**src/rtl/shift_reg_8_ctrl.sv**
```systemverilog
// Sequencer/arbiter for an external 8-stage shift register: round-robin grant of a nibble,
// parallel load, NR_STAGES shift strobes and registered MSB-first readback of Q7; flushes after reset.
module shift_reg_8_ctrl #(
  parameter int NR_STAGES = 8,
  parameter int DATA_W    = 4,
  parameter int SHIFT_DIV = 1
) (
  input  logic              CLK,
  input  logic              RST,
  input  logic              REQ0,
  input  logic [DATA_W-1:0] DIN0,
  output logic              ACK0,
  input  logic              REQ1,
  input  logic [DATA_W-1:0] DIN1,
  output logic              ACK1,
  output logic [DATA_W-1:0] SR_D,
  output logic              SR_LOAD,
  output logic              SR_SHIFT,
  input  logic              SR_Q7,
  output logic              SER_OUT,
  output logic              SER_VALID,
  output logic              BUSY,
  output logic              DONE
);

  localparam int SLOT_W = $clog2(NR_STAGES + 1);
  localparam int DIV_W  = (SHIFT_DIV > 1) ? $clog2(SHIFT_DIV) : 1;
  localparam logic [DIV_W-1:0]  DIV_LAST = DIV_W'(SHIFT_DIV - 1);
  localparam logic [SLOT_W-1:0] SLOT_END = SLOT_W'(NR_STAGES);

  typedef enum logic [2:0] {S_FLUSH, S_IDLE, S_LOAD, S_SHIFT, S_DONE} state_t;

  state_t              state_q;
  logic [SLOT_W-1:0]   slot_q, slot_d;
  logic [DIV_W-1:0]    div_q, div_d;
  logic                last1_q;
  logic                strobe_d, grant1_d, sample_d;
  logic                ack0_q, ack1_q, sr_load_q, sr_shift_q;
  logic                ser_out_q, ser_valid_q, busy_q, done_q;
  logic [DATA_W-1:0]   sr_d_q;

  // slot_q counts strobes already issued, including the one driven this cycle
  always_comb begin
    strobe_d = (div_q == DIV_LAST);
    div_d    = strobe_d ? '0 : div_q + 1'b1;
    slot_d   = strobe_d ? slot_q + 1'b1 : slot_q;
    grant1_d = REQ1 & (~REQ0 | ~last1_q);
    sample_d = (state_q == S_LOAD) |
               ((state_q == S_SHIFT) & sr_shift_q & (slot_q < SLOT_END));
  end

  always_ff @(posedge CLK) begin
    if (RST) begin
      state_q     <= S_FLUSH;
      slot_q      <= '0;
      div_q       <= '0;
      last1_q     <= 1'b1;
      ack0_q      <= 1'b0;
      ack1_q      <= 1'b0;
      sr_load_q   <= 1'b0;
      sr_shift_q  <= 1'b0;
      sr_d_q      <= '0;
      ser_out_q   <= 1'b0;
      ser_valid_q <= 1'b0;
      busy_q      <= 1'b1;
      done_q      <= 1'b0;
    end else begin
      ack0_q      <= 1'b0;
      ack1_q      <= 1'b0;
      sr_load_q   <= 1'b0;
      sr_shift_q  <= 1'b0;
      done_q      <= 1'b0;
      ser_valid_q <= sample_d;
      if (sample_d) ser_out_q <= SR_Q7;
      case (state_q)
        S_FLUSH, S_SHIFT: begin
          if (slot_q == SLOT_END) begin
            state_q <= (state_q == S_FLUSH) ? S_IDLE : S_DONE;
            busy_q  <= (state_q == S_SHIFT);
            done_q  <= (state_q == S_SHIFT);
            slot_q  <= '0;
            div_q   <= '0;
          end else begin
            sr_shift_q <= strobe_d;
            slot_q     <= slot_d;
            div_q      <= div_d;
          end
        end
        S_IDLE: begin
          if (REQ0 | REQ1) begin
            state_q   <= S_LOAD;
            sr_load_q <= 1'b1;
            ack0_q    <= ~grant1_d;
            ack1_q    <= grant1_d;
            sr_d_q    <= grant1_d ? DIN1 : DIN0;
            last1_q   <= grant1_d;
            busy_q    <= 1'b1;
            slot_q    <= '0;
            div_q     <= '0;
          end
        end
        // the LOAD cycle already issues the first cycle of the first shift slot
        S_LOAD: begin
          state_q    <= S_SHIFT;
          sr_shift_q <= strobe_d;
          slot_q     <= slot_d;
          div_q      <= div_d;
        end
        S_DONE: begin
          state_q <= S_IDLE;
          busy_q  <= 1'b0;
        end
        default: state_q <= S_FLUSH;
      endcase
    end
  end

  assign ACK0      = ack0_q;
  assign ACK1      = ack1_q;
  assign SR_D      = sr_d_q;
  assign SR_LOAD   = sr_load_q;
  assign SR_SHIFT  = sr_shift_q;
  assign SER_OUT   = ser_out_q;
  assign SER_VALID = ser_valid_q;
  assign BUSY      = busy_q;
  assign DONE      = done_q;

endmodule
```
**config.mk**
```make
export PLATFORM = sky130hd
export DESIGN_NAME = shift_reg_8_ctrl
export DESIGN_NICKNAME = d
export VERILOG_FILES = /design/src/rtl/shift_reg_8_ctrl.sv
export SDC_FILE = /design/constraint.sdc
export NUM_CORES = 1
export LEC_CHECK = 0
export ABC_AREA = 1
export BUFFER_PORTS_ARGS = -buffer_cell sky130_fd_sc_hd__buf_2
export CORE_UTILIZATION = 45
export CTS_BUF_LIST = sky130_fd_sc_hd__clkbuf_8 sky130_fd_sc_hd__clkbuf_16
export DETAILED_ROUTE_END_ITERATION = 12
export PLACE_DENSITY = 0.72
export SETUP_SLACK_MARGIN = 0.5
export SYNTH_ARGS = -nofsm -noshare
export SYNTH_HDL_FRONTEND = slang
export SYNTH_SLANG_ARGS = --single-unit
```
**constraint.sdc**
```tcl
create_clock -name CLK -period 1.1 [get_ports CLK]
set_input_delay 0.22 -clock CLK [delete_from_list [all_inputs] [get_ports CLK]]
set_output_delay 0.22 -clock CLK [all_outputs]
set_load 0.005 [all_outputs]
```
==> impl_metrics.tcl <==
set metrics [dict create \
    timing.critical_path.cells "inv_2, ha_4, nand2_4, nor2_4, inv_2, buf_4, buf_6, nor3_2" \
    clk_latency_ns 0.25 \
    number_of_cts_inserted_buffers 3 \
    global_route.usage.total_pct 20.0 \
    worstHoldPathType "in2reg" \
    proportion_of_synthesized_chip_area_in_sequential_cells_pct 41.9 \
    routedWlPerCell_um 11.2 \
    insertedDiodeCount 0 \
    timing.final.max_slew_violations 0 \
    largest_net_degree_at_the_start_of_global_routing 11 \
    setup.worst_path.start "slot_q[0]" \
    design.core.area_um2 1980 \
    detailedPlacementHpwl_um 1550 \
    die-area_um2 2310 \
    cts.path.max_buffers 2 \
    required_ns 1.27 \
    violations "setup timing" \
    final_net_count 202 \
    yosysWarningCount 0 \
    post_route_cells_drive_above_1_share_pct 57.3 \
    timing_worst_slew_pin_value_ns 0.290 \
    area_delta_synth_final_pct 57.5 \
    final_weighted_congestion_in_routability_driven_placement 0.919 \
    worst-r2r-cell-count 8 \
    critical-path-slowest-cell "sky130_fd_sc_hd__dfxtp_2" \
    io_buffer_count 24 \
    library_cell_with_the_largest_summed_area_after_synthesis "sky130_fd_sc_hd__dfxtp_1" \
    grt_antenna_before_repair 0 \
    io-pin-count 25 \
    synth_nets 147 \
    synth_top_area_share_pct 41.9 \
    grt_first_pass_wirelength_um 3220 \
    whs_ns 0.193 \
    vias_per_cell 4.66 \
    final-seq-area_um2 415 \
    drt_first_pass_iters 4 \
    postRouteAntennaNets 0 \
    maximum_clock_frequency_mhz 854 \
    utilization_pct 75.9 \
    start_util_pct 48.2 \
    synth_seq_cells 20 \
    fin_cells 212 \
    final_design_instance_area_without_fill_um2 1500 \
    placed_area_um2 1250 \
    grt_setup_unrepaired "true" \
    worstPathArrival_ns 1.34 \
    final_common_cell "sky130_fd_sc_hd__nand2_1" \
    critPathCapture "state_q[2]" \
    path_clk_slew_ns 0.07 \
    synth.area.top_cells "sky130_fd_sc_hd__dfxtp_1, sky130_fd_sc_hd__nand2_1, sky130_fd_sc_hd__nand3_1" \
    via_count_of_the_first_global_routing_pass 825 \
    regToRegEndpoint "state_q[2]" \
    max-vdd-ir-drop_v 0.00143 \
    cpMostUsedCell "sky130_fd_sc_hd__inv_2" \
    layout_common_cells "sky130_fd_sc_hd__nand2_1, sky130_fd_sc_hd__buf_4, sky130_fd_sc_hd__buf_2" \
    detail_route.iter0.violations 13 \
    final_critical_path_setup_slack_ns -0.0714 \
    startpoint_type "flip-flop" \
    max_slew_margin_pct 80.6 \
    ctsHtreeMaxLevel 1 \
    power_per_cell_area_nw_per_um2 2010 \
    register_to_register_setup_slack_ns -0.07 \
    placement_rows 16 \
    distinct_cell_type_count_after_synthesis 20 \
    total_power_mw 3.02 \
    worstReg2RegStart "slot_q[0]" \
    critPathMaxStageDelay_ns 0.33 \
    final.min_clock_period_ns 1.17 \
    multiInputGateArea_um2 606 \
    setup_viol 17 \
    result_of_the_run "complete, but fails checks" \
    place_inst 200 \
    ctsRootBufferMaster "sky130_fd_sc_hd__clkbuf_8" \
    vias 988 \
    n_fill_cell 140 \
    clock-sinks 20 \
    timing_worst_setup_path_type "reg2reg" \
    fin_setup_tns_ns -0.471 \
    placement.setup.worst_slack_ns -0.117 \
    synth_area_per_cell_um2 7.23 \
    hold_violations 0 \
    dieWidth_um 48.1 \
    setup.worst_path.end_class "flip-flop" \
    cts_tree "done" \
    static_leakage_nw 0.761 \
    fp.dieH_um 48.1 \
    maxCapViolations 0 \
    synth_cells 132 \
    cp_max_fo 2 \
    summed_instance_area_of_the_synthesized_netlist_um2 955 \
    global_route.overflow_total 0 \
    drt_wl_total_um 2370 \
    drt_drc_violations_left 0 \
    worst_clock_skew_ns 0.000780 \
    fraction_of_the_cycle_the_final_worst_path_needs_pct 106 \
]
cell usage after synthesis, drive strengths merged:
master	count
dfxtp	20
nor3	4
ha	2
nand3b	1
inv	16
nand4	2
a21oi	5
o21ai	2
or2	1
nand2	50
nor2	15
clkinv	1
nand3	13
sequential cells by signal (all words and copies together), names as in the netlist:
name / count
DONE: 1
SR_LOAD: 1
state_q: 3
ACK1: 1
ACK0: 1
SER_OUT: 1
SR_SHIFT: 1
slot_q: 4
last1_q: 1
SER_VALID: 1
SR_D: 4
BUSY: 1
area by class of cell:
type                    instances  area share (%)
repair buffers                 50            22.7
multi-input cells              95            40.3
inverters                      17            4.41
flip-flops and latches         20            27.6
clock buffers                   3            2.75
well taps                      27            2.25
logic make-up after synthesis:
family	share of synthesized area, %
AOI/OAI and AO/OA	4.06
adders and majority gates	2.62
buffers and inverters	6.68
DFF	41.9
and+or+nand+nor	44.7
where the power goes:
part	switching, mW	leakage (nW)	internal [mW]
Combinational	0.777	0.572	0.755
Clock	0.215	0.0216	0.243
Sequential	0.113	0.167	0.921
metal layers:
metal / track usage, % / vias up / share of wire, %
met1: 24.0 / 442 / 42
li1: - / 521 / -
met3: 4.15 / 4 / 2.9
met4: 11.1 / 0 / 0.93
met5: 0 / - / 0
met2: 33.0 / 21 / 54
critical path, delay by kind of cell (launching register included):
family | cells | cell delay [ns]
and+or+nand+nor | 3 | 0.25
DFF | 1 | 0.33
adders and majority gates | 1 | 0.14
buffers and inverters | 4 | 0.38
how the worst min path moves through the flow:
stage / start / endpoint / slack [ns] / depth (start not counted)
after floorplan: RST / SER_VALID / 0.29 / 1
after global placement: BUSY / BUSY / 0.44 / 2
after detailed placement: BUSY / BUSY / 0.45 / 2
after CTS: SR_Q7 / SER_OUT / 0.19 / 3
after global routing: SR_Q7 / SER_OUT / 0.24 / 3
final: SR_Q7 / SER_OUT / 0.19 / 3
timing repair:
item                       in CTS  in global routing
buffers inserted                6                  3
resized for setup              15                 29
gates cloned                    0                  0
pin swaps                      13                  9
hold buffers                    0                  0
setup endpoints to repair      32                 32
(Power assumes the default switching activity.)
